`src/rtl/phase_seq_pkg.sv`:
```
// Shared definitions for the instruction-phase sequencer and the datapath that
// consumes its phase numbering.
package phase_seq_pkg;

  localparam int DEFAULT_NUM_PHASES = 5;
  localparam int DEFAULT_PHASE_W    = 3;

  typedef logic [DEFAULT_PHASE_W-1:0] phase_idx_t;

  typedef enum logic [1:0] {
    STOPPED  = 2'd0,
    RUNNING  = 2'd1,
    DRAINING = 2'd2,
    HALTED   = 2'd3
  } seq_state_t;

  // Phases advance only in these two states.
  function automatic logic is_active(input seq_state_t s);
    return (s == RUNNING) || (s == DRAINING);
  endfunction

endpackage

```
`src/rtl/phase_sequencer_button_edge_sync.sv`:
```
// Synchronizer plus rising-edge detector for an asynchronous front-panel button.
// Every flop resets to the "pressed" level so a button held through reset is not seen as an edge.
module button_edge_sync #(
  parameter int SYNC_STAGES = 2
) (
  input  logic clock,
  input  logic reset,
  input  logic button,
  output logic rise
);

  logic [SYNC_STAGES-1:0] sync_reg;
  logic [SYNC_STAGES-1:0] sync_next;
  logic                   prev_reg;
  logic                   rise_reg;

  assign sync_next[0] = button;

  genvar gi;
  generate
    for (gi = 1; gi < SYNC_STAGES; gi++) begin : g_chain
      assign sync_next[gi] = sync_reg[gi-1];
    end
  endgenerate

  always_ff @(posedge clock or posedge reset) begin
    if (reset) begin
      sync_reg <= '1;
      prev_reg <= 1'b1;
      rise_reg <= 1'b0;
    end else begin
      sync_reg <= sync_next;
      prev_reg <= sync_reg[SYNC_STAGES-1];
      rise_reg <= sync_reg[SYNC_STAGES-1] & ~prev_reg;
    end
  end

  assign rise = rise_reg;

endmodule

```
`src/rtl/phase_sequencer.sv`:
```
// Instruction-phase sequencer with run/stop/halt control.
// Optional single-step button enabled by defining PHASE_SEQ_SINGLE_STEP_EN.
module phase_sequencer
  import phase_seq_pkg::*;
#(
  parameter int NUM_PHASES  = DEFAULT_NUM_PHASES,
  parameter int PHASE_W     = DEFAULT_PHASE_W,
  parameter int SYNC_STAGES = 2
) (
  input  logic                  clock,
  input  logic                  reset,
  input  logic                  exec,
  input  logic                  halt,
`ifdef PHASE_SEQ_SINGLE_STEP_EN
  input  logic                  step,
`endif
  output logic [PHASE_W-1:0]    phase,
  output logic [NUM_PHASES-1:0] phase_en,
  output logic                  running,
  output logic                  halted,
  output logic                  instr_done
);

  localparam logic [PHASE_W-1:0] LAST_PHASE = PHASE_W'(NUM_PHASES - 1);

  seq_state_t              state_reg, state_next;
  logic [PHASE_W-1:0]      phase_reg, phase_next;
  logic                    halt_pending_reg, halt_pending_next;
  logic [NUM_PHASES-1:0]   phase_en_reg, phase_en_next;
  logic                    running_reg, running_next;
  logic                    halted_reg, halted_next;
  logic                    instr_done_reg, instr_done_next;
  logic [NUM_PHASES-1:0]   onehot_next;
  logic                    active_next;
  logic                    exec_rise;
  logic                    step_rise;
  logic                    end_of_instr;
  logic                    halt_seen;

  button_edge_sync #(
    .SYNC_STAGES (SYNC_STAGES)
  ) u_exec_sync (
    .clock  (clock),
    .reset  (reset),
    .button (exec),
    .rise   (exec_rise)
  );

`ifdef PHASE_SEQ_SINGLE_STEP_EN
  button_edge_sync #(
    .SYNC_STAGES (SYNC_STAGES)
  ) u_step_sync (
    .clock  (clock),
    .reset  (reset),
    .button (step),
    .rise   (step_rise)
  );
`else
  assign step_rise = 1'b0;
`endif

  assign end_of_instr = is_active(state_reg) && (phase_reg == LAST_PHASE);
  assign halt_seen    = halt_pending_reg || halt;

  // State register
  always_ff @(posedge clock or posedge reset) begin
    if (reset) begin
      state_reg        <= STOPPED;
      phase_reg        <= '0;
      halt_pending_reg <= 1'b0;
      phase_en_reg     <= '0;
      running_reg      <= 1'b0;
      halted_reg       <= 1'b0;
      instr_done_reg   <= 1'b0;
    end else begin
      state_reg        <= state_next;
      phase_reg        <= phase_next;
      halt_pending_reg <= halt_pending_next;
      phase_en_reg     <= phase_en_next;
      running_reg      <= running_next;
      halted_reg       <= halted_next;
      instr_done_reg   <= instr_done_next;
    end
  end

  // Next-state logic
  always_comb begin
    state_next        = state_reg;
    phase_next        = phase_reg;
    halt_pending_next = halt_pending_reg;

    case (state_reg)
      STOPPED: begin
        if (exec_rise) begin
          state_next = RUNNING;
          phase_next = '0;
        end else if (step_rise) begin
          state_next = DRAINING;
          phase_next = '0;
        end
      end

      RUNNING, DRAINING: begin
        if (halt) begin
          halt_pending_next = 1'b1;
        end
        if (end_of_instr) begin
          phase_next = '0;
          // A stop press landing on the last phase takes effect at this boundary.
          if (halt_seen) begin
            state_next = HALTED;
          end else if ((state_reg == DRAINING) || exec_rise) begin
            state_next = STOPPED;
          end
        end else begin
          phase_next = phase_reg + 1'b1;
          if ((state_reg == RUNNING) && exec_rise) begin
            state_next = DRAINING;
          end
        end
      end

      HALTED: begin
        if (exec_rise) begin
          state_next = RUNNING;
          phase_next = '0;
        end
      end

      default: begin
        state_next = STOPPED;
        phase_next = '0;
      end
    endcase

    if (state_next == HALTED) begin
      halt_pending_next = 1'b0;
    end
  end

  genvar gi;
  generate
    for (gi = 0; gi < NUM_PHASES; gi++) begin : g_onehot
      assign onehot_next[gi] = (phase_next == PHASE_W'(gi));
    end
  endgenerate

  // Outputs are decoded from the next state so they line up with the registered phase.
  always_comb begin
    active_next     = is_active(state_next);
    phase_en_next   = '0;
    if (active_next) begin
      phase_en_next = onehot_next;
    end
    instr_done_next = active_next && (phase_next == LAST_PHASE);
    running_next    = active_next;
    halted_next     = (state_next == HALTED);
  end

  assign phase      = phase_reg;
  assign phase_en   = phase_en_reg;
  assign running    = running_reg;
  assign halted     = halted_reg;
  assign instr_done = instr_done_reg;

endmodule
```
`config.mk`:
```
export PLATFORM = sky130hd
export DESIGN_NAME = phase_sequencer
export DESIGN_NICKNAME = d
export VERILOG_FILES = /design/src/rtl/phase_seq_pkg.sv /design/src/rtl/phase_sequencer_button_edge_sync.sv /design/src/rtl/phase_sequencer.sv
export SDC_FILE = /design/constraint.sdc
export NUM_CORES = 1
export LEC_CHECK = 0
export CAP_MARGIN = 20
export CORE_MARGIN = 10
export CORE_UTILIZATION = 49
export DETAILED_ROUTE_END_ITERATION = 10
export PLACE_DENSITY = 0.77
export REMOVE_ABC_BUFFERS = 1
export SYNTH_ARGS = -nofsm -noshare
export SYNTH_HDL_FRONTEND = slang
export SYNTH_SLANG_ARGS = --single-unit
```
`constraint.sdc`:
```
create_clock -name clock -period 2.1 [get_ports clock]
set_input_delay 0.21 -clock clock [delete_from_list [all_inputs] [get_ports clock]]
set_output_delay 0.21 -clock clock [all_outputs]
set_load 0.01 [all_outputs]
```
==> results of run 1 <==
[layout make-up]
cell class                      instances  area [sq um]  share of cell area
Tap cell                               16          20.0              0.0190
Inverter                                6          22.5              0.0214
Multi-Input combinational cell         50           377               0.358
Timing Repair Buffer                   19           178               0.169
Sequential cell                        17           429               0.408
Clock buffer                            4          26.3              0.0250
[logic make-up after synthesis]
kind of cell	count (synthesis)	share of synthesized area
simple gates	25	0.179
buf+inv	9	0.0591
flops	17	0.520
fa+ha+maj	6	0.0909
compound gates	19	0.152
[synthesized netlist by cell type (2+ instances only)]
cell type / count
nor3b_1: 2
buf_4: 2
dfstp_2: 3
nand2_1: 4
nor2b_1: 2
ha_1: 6
dfrtp_1: 14
nor2_1: 5
o21ai_1: 2
inv_1: 6
nand3b_1: 2
a22o_1: 2
a21oi_1: 6
nor3_1: 3
o21ai_0: 3
[through the flow]
stage	TNS, ns	area (sq um)	worst slack, ns
after floorplan	0	800	0.151
after global placement	0	990	0.0162
after detailed placement	-0.0652	990	-0.0435
after CTS	-0.00211	1020	-0.00211
after global routing	0	1050	0.00601
final	0	1050	0.147
[worst max-delay path: stages (launching register included)]
cell	delay (ns)
dfrtp_1	0.39
inv_1	0.09
ha_4	0.28
inv_2	0.07
a21oi_1	0.06
a22o_1	0.29
ha_1	0.22
or2b_1	0.24
a21oi_1	0.15
a21oi_1	0.06
[routing by layer]
layer,GRT usage,wire length [um],vias up
li1,-,-,301
met1,0.0967,611,311
met2,0.163,854,16
met3,0.0535,158,2
met4,0.0188,2,0
met5,0,0,-
[layout by cell type (no fill, tap or decap), types with 2 or more instances in the layout]
cell / netlist / final
a21oi_1: 6 / 6
ha_1: 6 / 4
inv_1: 6 / 5
buf_4: 2 / 5
dfstp_2: 3 / 3
nor2_1: 5 / 5
dfrtp_1: 14 / 14
nor3b_1: 2 / 2
clkbuf_4: 0 / 3
nor3_1: 3 / 3
a22o_1: 2 / 2
nor2b_1: 2 / 2
o21ai_1: 2 / 2
o21ai_0: 3 / 2
ha_4: 0 / 2
nand2_1: 4 / 4
nand3b_1: 2 / 2
clkdlybuf4s50_1: 0 / 14
[power by group through the flow]
stage          Combinational [mW]  Sequential (mW)  Clock [mW]
2_1_floorplan               0.567            0.547           0
3_3_place_gp                0.943            0.497           0
3_5_place_dp                0.972            0.501           0
4_1_cts                     0.989            0.496       0.174
5_1_grt                      1.20            0.512       0.182
6_report                     1.08            0.500       0.167
[worst max path at each step]
stage | endpoint | cells past startpoint | startpoint | slack (ns)
floorplan | phase_en[2]$_DFF_PP0_ | 8 | state_reg[0]$_DFF_PP0_ | 0.15
finish | halt_pending_reg$_DFFE_PP0P_ | 9 | state_reg[0]$_DFF_PP0_ | 0.15
detailed placement | phase_en[2]$_DFF_PP0_ | 8 | state_reg[0]$_DFF_PP0_ | -0.04
CTS | phase_en[2]$_DFF_PP0_ | 8 | state_reg[0]$_DFF_PP0_ | -0.002
global route | halt_pending_reg$_DFFE_PP0P_ | 9 | phase[1]$_DFF_PP0_ | 0.006
global placement | phase_en[2]$_DFF_PP0_ | 8 | state_reg[0]$_DFF_PP0_ | 0.02
[timing repair]
| action | in CTS | in global routing |
|---|---|---|
| gates resized for setup | 1 | 5 |
| setup endpoints to repair | 4 | 6 |
| buffers inserted | 0 | 1 |
| pin swaps | 0 | 1 |
==> metrics.md, run 1 <==
| Metric | Value |
|---|---|
| FF+latch count, synth | 17 |
| Post-Synthesis Cells | 76 |
| Num rows | 14 |
| Tot Pwr | roughly 1.7 mW |
| Synthesized cell area | approximately 830 sq um |
| Slew of the pin with the lowest slew margin | between 0.6 and 0.7 ns |
| Gpl congestion | ~0.79 |
| I/O pins | 15 |
| Unrepaired setup endpoints after global routing | false |
| Largest net degree at the start of global routing | 18 |
| Layout cells sized above 1 | 0.188 |
| Grt total ovfl | 0 |
| Max-slew headroom | 0.579 |
| DRT Pass-1 Iters | 2 |
| Max-slew violations | 0 |
| Gr usage total | 0.0939 |
| Share of the synthesized area in the top cell type | 0.424 |
| Async S/R FF share, synth | 1.00 |
| Top cells by area, synth | dfrtp_1 42%, dfstp_2 9.5%, ha_1 9.1% |
| Hold Vio Cnt, Final | 0 |
| Top FF cell, synth | dfrtp_1 |
| Initial antenna violation count | 0 |
| Max reg flops | 4 |
| Non-filler cells, final | 112 |
| CP endpoint kind | register |
| Sw frac | 0.399 |
| Area leader, netlist | dfrtp_1 |
| Syn. warnings | 0 |
| Worst Path Arrival | about 2.1 ns |
| Worst-skew pair later-pin latency | about 0.28 ns |
| Routed wire length per instance | ~15 um |
| CP Max Fanout | 9 |
| Part of the power in registers | 0.286 |
| Period Utilization, post-route | 0.930 |
| CTS root buffer | clkbuf_4 |
| Routed WL | 1630 um |
| Synth cell types | 29 |
| Die Area | about 0.0037 sq mm |
| Number of vias per cell | 5.63 |
| Number of global-route vias before repair | roughly 600 |
| Max VDD drop | roughly 0.00096 V |
| Status | completed |
| Nets@finish | ~110 |
| Hold Slack | 0.303 ns |
| Logic gate share of total power | 0.618 |
| PD cells | around 1700 mW/mm^2 |
| R2R cell count | 9 |
| Mean Syn Cell Area | between 10 and 15 sq um |
| Diodes inserted | 0 |
| FF-to-FF End | halt_pending_reg$_DFFE_PP0P_ |
| First-pass GRT wire length | between 2000 and 3000 um |
| WS Path Type | reg2reg |
| Die Y | between 60 and 70 um |
| CTS Sinks | 17 |
| Final setup fails | 0 |
| Fmax | between 500 and 600 MHz |
| PortBufs | 14 |
| Clock Skew | ~0.0043 ns |
| H-tree depth | 1 |
| Period minus WS final | roughly 2 ns |
| Power share of the clock group | 0.096 |
| Worst R2R Setup Slack | ~0.15 ns |
| Internal power | ~1.0 mW |
| Post-detail-place hpwl | 1250 um |
| Worst-path clk slew | around 0.090 ns |
| DRC | 0 |
| Max cap viols | 0 |
| Cts hold-fix bufs | 0 |
| Worst hold path class | in2async |
| CTS buffer count | 3 |
| Number of fill cells in the layout | roughly 130 |
| Final ANT Viol Nets | 0 |
| Switching pwr | ~0.7 mW |
| Post-synth EDFFs | 0 |
| Crit start category | register |
| Clock buffer depth | 2 |
| Seq/Total Area, Yosys | 0.520 |
| Initial DRC count | 8 |
| Placed cells | 107 |
| P_leak | roughly 0.49 nW |
| CTS tree | built |
| Via count | 630 |
| Area delta synth->final | 27.4% |
| Core Util, Final | 0.683 |
| Req. time, crit path | about 2.3 ns |
| Worst r2r src | state_reg[0]$_DFF_PP0_ |
| Die X | 61.1 um |
| Starting density of the core | 0.536 |
| Total core area | between 0.0015 and 0.002 sq mm |
Note: power is estimated with default switching activity, not from simulation.
==> run 2: changes to the inputs <==
--- a/config.mk
+++ b/config.mk
@@ -10,6 +10,7 @@
 export CORE_UTILIZATION = 49
 export DETAILED_ROUTE_END_ITERATION = 10
 export PLACE_DENSITY = 0.77
+export RECOVER_POWER = 50
 export REMOVE_ABC_BUFFERS = 1
 export SYNTH_ARGS = -nofsm -noshare
 export SYNTH_HDL_FRONTEND = slang
==> run 2 against run 1 <==
Net effect: setup slack barely moved; count of clock-buffer cells in the layout stayed put; sequential power hardly changed; critical path type unchanged; largest cell class unchanged.
==> metrics.md, run 2 (same netlist as run 1, synthesis figures left out) <==
| Metric | Value |
|---|---|
| Logic gate share of total power | 0.618 (about the same) |
| Max-slew headroom | 0.580 (about the same) |
| Dpl ws | -0.0435 ns (unchanged) |
| Worst Path Arrival | 2.13 ns (about the same) |
| DRC | 0 (unchanged) |
| Number of fill cells in the layout | 125 (unchanged) |
| Period Utilization, post-route | 0.930 (about the same) |
| Diodes inserted | 0 (unchanged) |
| Layout cells sized above 1 | 0.177 (-0.0104) |
| Number of global-route vias before repair | 605 (unchanged) |
| Initial antenna violation count | 0 (unchanged) |
| Clock buffer depth | 2 (unchanged) |
| Num rows | 14 (unchanged) |
| Worst Path Buf+Inv | 2 (unchanged) |
| Via count | 630 (unchanged) |
| Max cap viols | 0 (unchanged) |
| Sw frac | 0.399 (about the same) |
| Power share of the clock group | 0.096 (about the same) |
| Starting density of the core | 0.536 (unchanged) |
| Period minus WS final | 1.95 ns (+0.000189 ns) |
| Largest stage delay, worst path | 0.39 ns (about the same) |
| Routed WL | 1630 um (about the same) |
| PortBufs | 14 (unchanged) |
| Clock Skew | 0.00428 ns (-0.0000460 ns) |
| CTS buffer count | 3 (unchanged) |
| Largest net degree at the start of global routing | 18 (unchanged) |
| Hold Vio Cnt, Final | 0 (unchanged) |
| Number of vias per cell | 5.63 (unchanged) |
| CP Max Fanout | 9 (unchanged) |
| DRT Pass-1 Iters | 2 (unchanged) |
| Delay-heaviest family, CP | compound AO/OA/AOI/OAI gates |
| First-pass GRT wire length | 2660 um (unchanged) |
| Post-detail-place hpwl | 1250 um (unchanged) |
| Placed cells | 107 (unchanged) |
| P_leak | 0.486 nW (about the same) |
| H-tree depth | 1 (unchanged) |
| Worst-path cell chain | inv_1 > ha_4 > inv_2 > a21oi_1 > a22o_1 > ha_1 > or2b_1 > a21oi_1 > a21oi_1 |
| Most common cell after layout, fill and taps aside | dfrtp_1 |
| I/O pins | 15 (unchanged) |
| CTS tree | built |
| Routed wire length per instance | 14.5 um (about the same) |
| Cts hold-fix bufs | 0 (unchanged) |
| Grt total ovfl | 0 (unchanged) |
| Worst setup margin | 0.146 ns (-0.000189 ns) |
| Final ANT Viol Nets | 0 (unchanged) |
| Tot Pwr | 1.74 mW (about the same) |
| Part of the power in registers | 0.286 (about the same) |
| Non-filler cells, final | 112 (unchanged) |
| M3 GR Usage | 0.0535 (unchanged) |
| Switching pwr | 0.696 mW (about the same) |
| Die Y | 61.1 um (unchanged) |
| Unrepaired setup endpoints after global routing | false |
| CTS root buffer | clkbuf_4 |
| Req. time, crit path | 2.28 ns (about the same) |
| Met1 Usage GRT | 0.0967 (unchanged) |
| Die X | 61.1 um (unchanged) |
| Gr usage total | 0.0939 (unchanged) |
| Worst-path clk slew | 0.09 ns (about the same) |
| Max-slew violations | 0 (unchanged) |
| Worst hold path class | reg2reg |
| Slowest-stage cell, CP | dfrtp_1 |
| Met2 usage | 0.163 (unchanged) |
| Gr busiest metal | met2 |
| Worst path most repeated cell | a21oi_1 |
| Fmax | 512 MHz (about the same) |
| CP endpoint kind | register |
| Final setup fails | 0 (unchanged) |
| Hold Slack | 0.372 ns (+0.0691 ns) |
| CTS Sinks | 17 (unchanged) |
| Status | completed |
| Setup_tns | 0 ns (unchanged) |
| Die Area | 0.00373 sq mm (unchanged) |
| Area delta synth->final | 27.4% (unchanged) |
| Max VDD drop | 0.000958 V (about the same) |
| Gpl congestion | 0.785 (unchanged) |
| Max reg flops | 4 (unchanged) |
| Total core area | 0.00154 sq mm (unchanged) |
| Commonest cells after routing, fill and taps aside | 14 x dfrtp_1, 12 x clkdlybuf4s50_1, 6 x a21oi_1 |
| Nets@finish | 107 (unchanged) |
| Internal power | 1.05 mW (-0.11%) |
| WS Path Type | reg2reg |
| Initial DRC count | 8 (unchanged) |
| Crit start category | register |
| Slew of the pin with the lowest slew margin | 0.630 ns (-0.000697 ns) |
| Worst-skew pair later-pin latency | 0.28 ns (about the same) |
| PD cells | 1660 mW/mm^2 (about the same) |
-- run 2: changes by cell type in the layout (fill, tap and decap cells not counted) --
cell             change
clkdlybuf4s50_1      -2
dlygate4sd3_1        +2
dfstp_1              +1
dfstp_2              -1
-- run 2: per-stage QoR --
stage          cell area, sq um   util
2_1_floorplan               800      -
3_3_place_gp                990  0.642
3_5_place_dp                990  0.642
4_1_cts                    1020  0.661
5_1_grt                    1050  0.683
6_report                   1050  0.683
-- run 2: layout make-up --
class                   instances  area [sq um]  share of cell area
repair buffers                 19           178               0.169
flip-flops and latches         17           429               0.408
multi-input cells              50           377               0.358
well taps                      16          20.0              0.0190
inverters                       6          22.5              0.0214
clock buffers                   4          26.3              0.0250
-- run 2: repair_timing --
action / in CTS / in global routing
pin swaps: 0 / 1
hold endpoints to repair: 0 / 0
gates cloned: 0 / 0
gates resized for setup: 1 / 5
setup buffers: 0 / 1
setup endpoints to repair: 4 / 6
-- run 2: worst paths after layout --
check | from | end | slack [ns] | cells after the start
setup reg to reg | state_reg[0]$_DFF_PP0_ | halt_pending_reg$_DFFE_PP0P_ | 0.15 | 9
hold reg to reg | u_exec_sync.sync_reg[0]$_DFF_PP1_ | u_exec_sync.sync_reg[1]$_DFF_PP1_ | 0.37 | 0
setup / recovery | state_reg[0]$_DFF_PP0_ | halt_pending_reg$_DFFE_PP0P_ | 0.15 | 9
min in group asynchronous | reset | phase[1]$_DFF_PP0_ | 0.44 | 2
hold / removal | u_exec_sync.sync_reg[0]$_DFF_PP1_ | u_exec_sync.sync_reg[1]$_DFF_PP1_ | 0.37 | 0
max in group asynchronous | reset | phase[2]$_DFF_PP0_ | 1.26 | 2
-- run 2: routing by layer --
layer  vias up  routed length [um]
li1        301                   -
met3         2                 158
met4         0                   2
met2        16                 854
met5         -                   0
met1       311                 611
-- run 2: power groups by stage --
stage | combinational (mW) | clock (mW) | sequential (mW)
after detailed placement | 0.972 | 0 | 0.501
final | 1.08 | 0.167 | 0.500
after global routing | 1.20 | 0.182 | 0.511
after global placement | 0.943 | 0 | 0.497
after CTS | 0.989 | 0.174 | 0.496
after floorplan | 0.567 | 0 | 0.547
-- run 2: worst register-to-register path, stage by stage, from the launching register on --
cell	delay, ns
dfrtp_1	0.39
inv_1	0.09
ha_4	0.28
inv_2	0.07
a21oi_1	0.06
a22o_1	0.29
ha_1	0.22
or2b_1	0.24
a21oi_1	0.15
a21oi_1	0.06
